`config.mk`:
```
export PLATFORM = sky130hd
export DESIGN_NAME = pattern_tx
export DESIGN_NICKNAME = d
export VERILOG_FILES = /design/src/rtl/pattern_pkg.sv /design/src/rtl/pattern_tx_bit_timer.sv /design/src/rtl/pattern_tx.sv
export SDC_FILE = /design/constraint.sdc
export NUM_CORES = 1
export LEC_CHECK = 0
export CAP_MARGIN = 20
export CELL_PAD_IN_SITES_DETAIL_PLACEMENT = 2
export CELL_PAD_IN_SITES_GLOBAL_PLACEMENT = 2
export CORE_UTILIZATION = 38
export CTS_BUF_LIST = sky130_fd_sc_hd__clkbuf_8
export CTS_CLUSTER_SIZE = 40
export DETAILED_ROUTE_END_ITERATION = 10
export GPL_TIMING_DRIVEN = 0
export PLACE_DENSITY_LB_ADDON = 0.1
export SYNTH_ARGS = -nofsm -noshare
export SYNTH_HDL_FRONTEND = slang
export SYNTH_HIERARCHICAL = 1
export SYNTH_SLANG_ARGS = --single-unit
```
`constraint.sdc`:
```
create_clock -name clk -period 3.22 [get_ports clk]
set_input_delay 0.322 -clock clk [delete_from_list [all_inputs] [get_ports clk]]
set_output_delay 0.322 -clock clk [all_outputs]
set_load 0.005 [all_outputs]
```
`src/rtl/pattern_pkg.sv`:
```
// Shared definitions for the sync-pattern link: the sync word used by both ends
// and the transmitter state encoding.
package pattern_pkg;

    localparam int                SYNC_W   = 5;
    localparam logic [SYNC_W-1:0] SYNC_PAT = 5'b10010;

    typedef enum logic [1:0] {
        IDLE = 2'd0,
        SYNC = 2'd1,
        DATA = 2'd2,
        GAP  = 2'd3
    } tx_state_e;

    // Counter width able to hold 0..n-1, never narrower than one bit.
    function automatic int cnt_w(input int n);
        return (n > 1) ? $clog2(n) : 1;
    endfunction

endpackage

```
`src/rtl/pattern_tx_bit_timer.sv`:
```
// Bit-period divider: one-cycle o_tick at the end of each CLKS_PER_BIT-cycle
// bit period, realigned to zero on i_restart.
module bit_timer #(
    parameter int CLKS_PER_BIT = 1
) (
    input  logic clk,
    input  logic rst_n,
    input  logic i_restart,
    input  logic i_run,
    output logic o_tick
);
    import pattern_pkg::*;

    localparam int            CW   = cnt_w(CLKS_PER_BIT);
    localparam logic [CW-1:0] LAST = CW'(CLKS_PER_BIT - 1);

    logic [CW-1:0] r_cnt;

    always_ff @(posedge clk or negedge rst_n) begin
        if (!rst_n)
            r_cnt <= '0;
        else if (i_restart)
            r_cnt <= '0;
        else if (i_run)
            r_cnt <= (r_cnt == LAST) ? '0 : r_cnt + 1'b1;
    end

    assign o_tick = i_run && (r_cnt == LAST);

endmodule

```
`src/rtl/pattern_tx.sv`:
```
// Serial frame transmitter: sync word, payload MSB-first, then GAP_BITS zeros,
// one bit per CLKS_PER_BIT cycles on a registered line.
module pattern_tx #(
    parameter int                DATA_W       = 8,
    parameter int                SYNC_W       = pattern_pkg::SYNC_W,
    parameter logic [SYNC_W-1:0] SYNC_PAT     = pattern_pkg::SYNC_PAT,
    parameter int                GAP_BITS     = 2,
    parameter int                CLKS_PER_BIT = 1
) (
    input  logic              clk,
    input  logic              rst_n,
    input  logic              in_valid,
    input  logic [DATA_W-1:0] in_data,
    output logic              in_ready,
    output logic              sig,
    output logic              busy,
    output logic              done
);
    import pattern_pkg::*;

    localparam int SH_W    = SYNC_W + DATA_W;
    localparam int LEN_MAX = (SYNC_W > DATA_W) ? ((SYNC_W > GAP_BITS) ? SYNC_W : GAP_BITS)
                                               : ((DATA_W > GAP_BITS) ? DATA_W : GAP_BITS);
    localparam int BW      = cnt_w(LEN_MAX);
    localparam logic [BW-1:0] SYNC_END = BW'(SYNC_W - 1);
    localparam logic [BW-1:0] DATA_END = BW'(DATA_W - 1);
    localparam logic [BW-1:0] GAP_END  = BW'(GAP_BITS - 1);

    tx_state_e       r_state, w_state_nxt;
    logic [SH_W-1:0] r_sh;
    logic [BW-1:0]   r_bcnt;
    logic            r_done;
    logic            w_tick, w_last, w_accept, w_busy;

    assign in_ready = (r_state == IDLE);
    assign w_busy   = (r_state != IDLE);
    assign w_accept = in_ready && in_valid;

    bit_timer #(.CLKS_PER_BIT(CLKS_PER_BIT)) u_timer (
        .clk       (clk),
        .rst_n     (rst_n),
        .i_restart (w_accept),
        .i_run     (w_busy),
        .o_tick    (w_tick)
    );

    always_comb begin
        w_state_nxt = r_state;
        w_last      = 1'b0;
        case (r_state)
            IDLE: if (in_valid) w_state_nxt = SYNC;
            SYNC: begin
                w_last = (r_bcnt == SYNC_END);
                if (w_tick && w_last) w_state_nxt = DATA;
            end
            DATA: begin
                w_last = (r_bcnt == DATA_END);
                if (w_tick && w_last) w_state_nxt = GAP;
            end
            GAP: begin
                w_last = (r_bcnt == GAP_END);
                if (w_tick && w_last) w_state_nxt = IDLE;
            end
            default: w_state_nxt = IDLE;
        endcase
    end

    always_ff @(posedge clk or negedge rst_n) begin
        if (!rst_n)
            r_state <= IDLE;
        else
            r_state <= w_state_nxt;
    end

    // Sync and payload share one shifter; zero fill makes the gap bits and the
    // idle level fall out of the same shift with no extra mux on sig.
    always_ff @(posedge clk or negedge rst_n) begin
        if (!rst_n) begin
            r_sh   <= '0;
            r_bcnt <= '0;
            r_done <= 1'b0;
        end else begin
            r_done <= w_tick && w_last && (r_state == GAP);
            if (w_accept) begin
                r_sh   <= {SYNC_PAT, in_data};
                r_bcnt <= '0;
            end else if (w_tick) begin
                r_sh   <= {r_sh[SH_W-2:0], 1'b0};
                r_bcnt <= w_last ? '0 : r_bcnt + 1'b1;
            end
        end
    end

    assign sig  = r_sh[SH_W-1];
    assign busy = w_busy;
    assign done = r_done;

endmodule

```
After elaboration in Yosys (flattened, before gate mapping). Cells that the tools add are included.

Register bits: 20. Input port bits: 11. Output and inout port bits: 4. Word-level logic and storage cells: 44.

Add/subtract/negate cells: 2. Equal/unequal tests: 10. Multiplexer cells: 14. Bitwise gates (word level): 1. Reductions and logical operators: 12.

Operators by type and width (number): 13-bit 2-to-1 mux (2); 3-bit 2-to-1 mux (3); 2-bit 2-to-1 mux (4); 2-bit inequality test, second input constant (4); 2-bit one-hot mux with 4 select lines (1); 1-bit logical AND (7); 3-bit equality test, second input constant (2); 2-bit nonzero test (3); 2-bit equality test, second input constant (2); 4-bit AND reduction (1); 3-bit by 1-bit adder with 3-bit output, second input constant (1); 3-bit by 1-bit equality test with 1-bit output, second input constant (1); 1-bit 2-to-1 mux (3); 1-bit one-hot mux with 3 select lines (1); 2-bit by 1-bit equality test with 1-bit output, second input constant (1); 2-bit zero test (1); 1-bit adder, second input constant (1); 1-bit inverter (1).

Logic depth before layout (Yosys ltp). Gate-level depths: netlist of the first run.

Depth in word-level cells: 5. Depth in mapped cells: 9. Mapped depth without buffers: 7.

Cells and area by module. The synthesis of the first run kept the hierarchy.

Modules (own cells, without submodules): pattern_tx (times used 1, cells each 97, area each 999.7 um2, sequential area each 475.5 um2); bit_timer (times used 1, cells each 1, area each 7.5 um2, sequential area each 0.0 um2).

Least setup slack after synthesis of the first run. No wires, ideal clock.

Path type: reg2reg. Start point: register r_state[0]. End point: register r_state[1]. Setup time: 127 ps. Data arrival time: 1704 ps. Data required time: 3093 ps. Slack: 1388 ps. Cell stages (with the launch flop): 10. Buffers on the path: 2. Period minus slack after synthesis: 1832 ps. Cell sequence: dfrtp_1 > inv_1 > ha_1 > inv_1 > buf_4 > buf_2 > nand2_1 > a222oi_1 > nand2_1 > mux2_1.

Elaborated cells between the ends (all ways): 15. Those cells by class: eq/ne: 7; mux: 1; reduce/logical: 7.

RTL lines: start: declaration (line pattern_tx.sv:29) `tx_state_e r_state, w_state_nxt;`; start signal: assignment (line pattern_tx.sv:72) `r_state <= w_state_nxt;`; 2-bit zero test (*); named net in_ready (line pattern_tx.sv:14) `output logic in_ready,`; 2-bit inequality test (no source line); 4-bit AND reduction (no source line).

Mark *: on every way through the listed nets, which the timed path passes. The rest lies on a longest branch. A chain may end at the register's enable or synchronous reset.

Final worst setup path of the first run.
Start point: register r_state[1]. End point: register r_state[1].

Cells in the longest elaborated chain, start to end: 5. Elaborated cells between the ends (all ways): 15. Those cells by class: eq/ne: 7; mux: 1; reduce/logical: 7.

Ends and longest elaborated chain: 2-bit nonzero test (*) (line pattern_tx.sv:36) `assign w_busy = (r_state != IDLE);`; 1-bit logical AND (*) (line pattern_tx_bit_timer.sv:28) `assign o_tick = i_run && (r_cnt == LAST);`; named net w_tick (line pattern_tx.sv:33) `logic w_tick, w_last, w_accept, w_busy;`; 1-bit logical AND (on tied branches) (line pattern_tx.sv:62, pattern_tx.sv:54, pattern_tx.sv:58); 2-bit inequality test (no source line); 4-bit AND reduction (no source line) (*).

Marked as above.

==> results of run 1 <==
[per-stage QoR]
step	cell area [um^2]	hold slack, ns
after CTS	1231	0.5145
after floorplan	1007	0.02641
after global placement	1185	0.4828
after global routing	1231	0.5376
final	1231	0.5093
after detailed placement	1185	0.4915
[layout by cell type, fill, tap and decap left out]
cell type / count
o21ai_0: 1
clkdlybuf4s50_1: 14
nand2b_1: 1
inv_1: 7
nand3_1: 1
clkbuf_8: 3
nand4b_1: 1
ha_1: 9
mux2i_1: 13
and3_1: 1
nor2_1: 11
mux2_1: 1
buf_2: 2
clkbuf_1: 3
o32ai_1: 2
a21oi_1: 8
nand4_1: 3
buf_4: 1
nand2_1: 9
nand3b_1: 4
dfrtp_1: 19
clkinv_2: 1
a222oi_1: 1
[sequential cells by signal, indices dropped and copies added, names as in the netlist]
name	flops
r_sh	13
r_state	2
r_bcnt	3
done	1
[cell type report]
cell class | count | area, um^2
plain buffers | 6 | 28.78
clock buffers | 3 | 41.29
clock inverters | 1 | 5.005
fillers | 274 | 1269
inverters | 7 | 26.28
multi-input cells | 66 | 476.7
flip-flops and latches | 19 | 475.5
well taps | 30 | 37.54
repair buffers | 14 | 140.1
[power by group through the flow]
stage,clock network (mW),registers (mW),logic [mW]
6_report,0.163,0.427,0.586
2_1_floorplan,0,0.410,0.424
5_1_grt,0.178,0.443,0.670
4_1_cts,0.171,0.429,0.599
3_3_place_gp,0,0.424,0.560
3_5_place_dp,0,0.433,0.595
[worst max-delay path, stage by stage, from the launching register on]
cell and delay [ns]:
dfrtp_1 0.40, inv_1 0.11, ha_1 0.25, inv_1 0.09
buf_4 0.10, buf_2 0.14, nand2_1 0.06, a222oi_1 0.28
nand2_1 0.16, mux2_1 0.33
[kinds of logic (layout without fill, tap and decap cells)]
kind of cell	after synthesis	count (layout)
mux	14	14
buf+inv	13	31
flops	19	19
simple gates	31	31
compound gates	12	12
fa+ha+maj	9	9
[worst max path at each step]
stage                from          to  slack [ns]  depth (start not counted)
2_1_floorplan  r_state[0]  r_state[1]        1.39                          9
3_3_place_gp   r_state[1]  r_state[1]        1.28                          9
3_5_place_dp   r_state[1]  r_state[1]        1.18                          9
4_1_cts        r_state[1]  r_state[1]        1.18                          9
5_1_grt        r_state[1]  r_state[1]        1.02                          9
6_report       r_state[1]  r_state[1]        1.19                          9
[layer usage]
layer  vias up  routed length (um)
met5         -                   0
met4         0                  10
met3         2                  75
met2        10                1158
met1       383                1083
li1        370                   -
==> results.cfg, run 1 <==
[final_layout]
fin_util_pct = 49.25
drive_gt1_share_pct = 6.034
antenna_cells = 0
instances_no_fill = 146
final_nets = 137
area_delta_synth_final_pct = 22.24

[timing]
drv_slew = 0
maxSlewHeadroom_pct = 43.33
setup_slack_ns = 1.195
post-route-period-util_pct = 62.89
worst_pin_slew_ns = 0.8474
setup_viol = 0
max_freq_ghz = 0.4938
rsz0062_at_grt = false
finalCriticalPeriod_ns = 2.025
clock_skew_ns = 0.003716
hold_violations = 0
tns_ns = 0

[pwr]
peakVddDrop_v = 0.0005315
power_mw = 1.177
clockPowerShare_pct = 13.9
leakage_nw = 0.6255
combPwrFrac_pct = 49.8
power_density_mw_per_mm2 = 955.6
switching_share_pct = 38.87
intPower_mw = 0.7193
p_sw_mw = 0.4573
power_frac_seq_pct = 36.3

[synth]
synth_xor_area_share_pct = 0
syn_nets = 118
synth.largest_area_cell = dfrtp_1
synth_area_mm2 = 0.001007
synth_top_family_by_area = simple AND/OR/NAND/NOR gates
synthTopCellsByArea = dfrtp_1, mux2i_1, ha_1
synth-main-ff-cell = dfrtp_1
ys_types = 20
avgSynthCellArea_um2 = 10.28
post-synth-top-count-cell = dfrtp_1
synth_edf_count = 0
synthCells = 98
synth_top_area_share_pct = 47.20
ys_warn_count = 6
synth.area.mux_share_pct = 14.04
post_synth_most_frequent_cells = dfrtp_1, mux2i_1, nor2_1
synthAdderAreaFrac_pct = 11.18
async_reset_ff_share_pct = 100.0
ys_seq_elements = 19
synth-simple-area-share_pct = 14.91
ys_seq_area_share_pct = 47.20
synth_compound_area_share_pct = 7.205

[detailed_routing]
wirelength_mm = 2.327
num_vias = 765
first_iter_violations = 8
drc_errors = 0
routed_via_density = 5.240
postRouteAntennaNets = 0
wire_per_inst_um = 15.94
first_pass_iters = 4

[run_status]
outcome = completed

[floorplanning]
start_util_pct = 40.29
die_h_um = 53.49
core_mm2 = 0.002500
die_x_um = 53.49
fp-row-count = 18
io_pins = 15
die-area_mm2 = 0.002861

[setup_path]
r2r_slack_ns = 1.19
crit_required_ns = 3.36
cp_max_fo = 5
end_kind = flip-flop
critPathLaunchType = flip-flop
rr_worst_depth = 9
r2r-end = r_state[1]
rr_startpoint = r_state[1]
arrival_ns = 2.16
crit_type = flip-flop to flip-flop

[grt]
grt_usage_pct = 19.39
gr-total-overflow = 0
antenna_found_initial = 0
grt-busiest-layer = met2
use_met2_pct = 31.87
grt_pass1_wl_mm = 3.788
grt_pass1_vias = 781
grt_start_max_net_pins = 20
groute.layer.met3.usage_pct = 6.034
grtUsageMet1_pct = 24.65

[clock_tree]
clk_pin_slew_ns = 0.07
cts_tree = built
cts_buffer_depth = 2
cts_made_buffers = 3
ctsHtreeMaxLevel = 1
cts_setup_buffers = 0
root_buffer = clkbuf_8
cts_resized = 0
cts_hold_buffers = 0
cts_sinks = 19
clock_latency_ns = 0.25

[place]
dpl.cell_count = 142
post-dp-hpwl_mm = 1.772
io_buffers = 14
dp_slack_ns = 1.183
gp_congestion = 0.7813

[worst_hold_path]
min_from = r_sh[11]
hold_path_class = flip-flop to flip-flop
whs_endpoint = r_sh[12]
hold_depth = 2

[run]
cap_violations = 0
Note: power is estimated with default switching activity, not from simulation.
==> inputs of run 2 (changes only) <==
Settings changed: CORE_UTILIZATION 38 to 35.
Clock period 3.22 ns to 2 ns, I/O delays scaled along.
==> run 2 against run 1 <==
Non-clock buffer count up 2. Cell count up 2.1%. Critical path depth is 1 lower. Flip-flop and latch count is the same. Global-route usage fell by 2.4 points. Worst hold slack got worse by 0.081 ns. Combinational power increased by 71%. Clock-buffer cell count unchanged.
==> results.cfg, run 2 (same netlist as run 1, synthesis figures left out) <==
[run_status]
outcome = completed

[setup_path]
crit_family = flip-flops
critPathLaunchType = flip-flop
rr_startpoint = r_state[1]
crit_type = flip-flop to flip-flop
path_buf_inv = 3
rr_worst_depth = 8
r2r-end = r_state[1]
crit_path_max_incr_delay_ns = 0.42
crit_required_ns = 2.14
arrival_ns = 1.96
cp_cell_sequence = inv_2, ha_2, inv_1, buf_4, nand2_1, a222oi_1, nand2_1, mux2_1
end_kind = flip-flop
slowest_stage = dfrtp_1
worst_path_most_repeated_cell = nand2_1
r2r_slack_ns = 0.19
cp_max_fo = 5

[floorplanning]
die_x_um = 55.65
io_pins = 15
die-area_mm2 = 0.003096
core_mm2 = 0.002734
start_util_pct = 36.84
fp-row-count = 19
die_h_um = 55.65

[final_layout]
antenna_cells = 0
regMostFlops = r_sh
largest_reg_flops = 13
final_cell_mix = dfrtp_1, clkdlybuf4s50_1, mux2i_1
fillerInstances = 299
seq_area_um2 = 475.5
final_common_cell = dfrtp_1
drive_gt1_share_pct = 8.475
final_area_mm2 = 0.001251
area_delta_synth_final_pct = 24.22
final_nets = 139
multi_input_area_um2 = 479.2
reg_top3 = r_sh (13), r_bcnt (3), r_state (2)

[place]
gp_congestion = 0.7186
place_area_mm2 = 0.001186
dp_slack_ns = 0.01423
post-dp-hpwl_mm = 1.751
io_buffers = 14

[pwr]
leakage_nw = 0.6355
power_density_mw_per_mm2 = 1565
peakVddDrop_v = 0.0009553
power_mw = 1.958

[timing]
max_freq_ghz = 0.5513
clock_skew_ns = 0.002001
setup_slack_ns = 0.1860
worst_pin_slew_ns = 0.8550
setup_viol = 0
drv_slew = 0
post-route-period-util_pct = 90.70
rsz0062_at_grt = false
tns_ns = 0
finalCriticalPeriod_ns = 1.814
maxSlewHeadroom_pct = 42.82
hold_violations = 0

[run]
cap_violations = 0

[grt]
grt_start_max_net_pins = 20
grt_usage_pct = 16.95
grt_pass1_wl_mm = 4.029
grt_pass1_vias = 911
antenna_found_initial = 0
gr-total-overflow = 0

[detailed_routing]
routed_via_density = 5.188
num_vias = 773
first_pass_iters = 4
first_iter_violations = 16
drc_errors = 0
wirelength_mm = 2.331
wire_per_inst_um = 15.64
postRouteAntennaNets = 0

[clock_tree]
clock_latency_ns = 0.26
clk_pin_slew_ns = 0.07
cts_tree = built
cts_made_buffers = 3
root_buffer = clkbuf_8
cts_sinks = 19
ctsHtreeMaxLevel = 1
cts_buffer_depth = 2

[worst_hold_path]
hold_path_class = primary input to async pin
[run 2: changes by cell type in the layout (fill, tap and decap cells not counted)]
cell      previous run  this run
ha_1                 9         8
clkinv_2             1         0
inv_2                0         1
ha_2                 0         1
buf_2                2         1
buf_4                1         4
[run 2: area by class of cell]
class | instances | share of cell area, %
multi-input cells | 66 | 38.30
flip-flops and latches | 19 | 38.00
repair buffers | 17 | 13.00
clock buffers | 3 | 3.300
well taps | 31 | 3.100
inverters | 7 | 2.100
plain buffers | 5 | 1.900
clock inverters | 1 | 0.3000
[run 2: worst max path at each step]
stage / to / slack [ns] / startpoint / cells past startpoint
6_report: r_state[1] / 0.19 / r_state[1] / 8
5_1_grt: r_state[1] / 0.05 / r_state[1] / 8
4_1_cts: r_state[1] / 0.01 / r_state[0] / 9
3_5_place_dp: r_state[1] / 0.01 / r_state[0] / 9
3_3_place_gp: r_state[1] / 0.07 / r_state[0] / 9
2_1_floorplan: r_state[1] / 0.17 / r_state[0] / 9
[run 2: metal layers]
layer | global-route usage (%) | routed length (um)
met2 | 29.60 | 1183
met1 | 20.30 | 1038
met5 | 0 | 0
met4 | 7.500 | 33
met3 | 3.023 | 76
[run 2: power by group]
part	switching [mW]	leakage, nW	total, mW	internal [mW]
Sequential	0.115	0.230	0.686	0.571
Combinational	0.508	0.378	1.00	0.496
Clock	0.131	0.0269	0.267	0.137
Total	0.753	0.636	1.96	1.20
[run 2: repair_timing]
item	in CTS	in global routing
endpoints found under the setup margin	0	6
buffers inserted	0	3
hold buffers	0	0
resized for setup	0	2
[run 2: metrics by stage]
| stage | util (%) | cells | hold WS (ns) |
|---|---|---|---|
| 2_1_floorplan | - | 98 | -0.09559 |
| 3_3_place_gp | 43.39 | 143 | 0.4824 |
| 3_5_place_dp | 43.39 | 143 | 0.5200 |
| 4_1_cts | 45.03 | 147 | 0.4724 |
| 5_1_grt | 45.77 | 149 | 0.4940 |
| 6_report | 45.77 | 149 | 0.4280 |
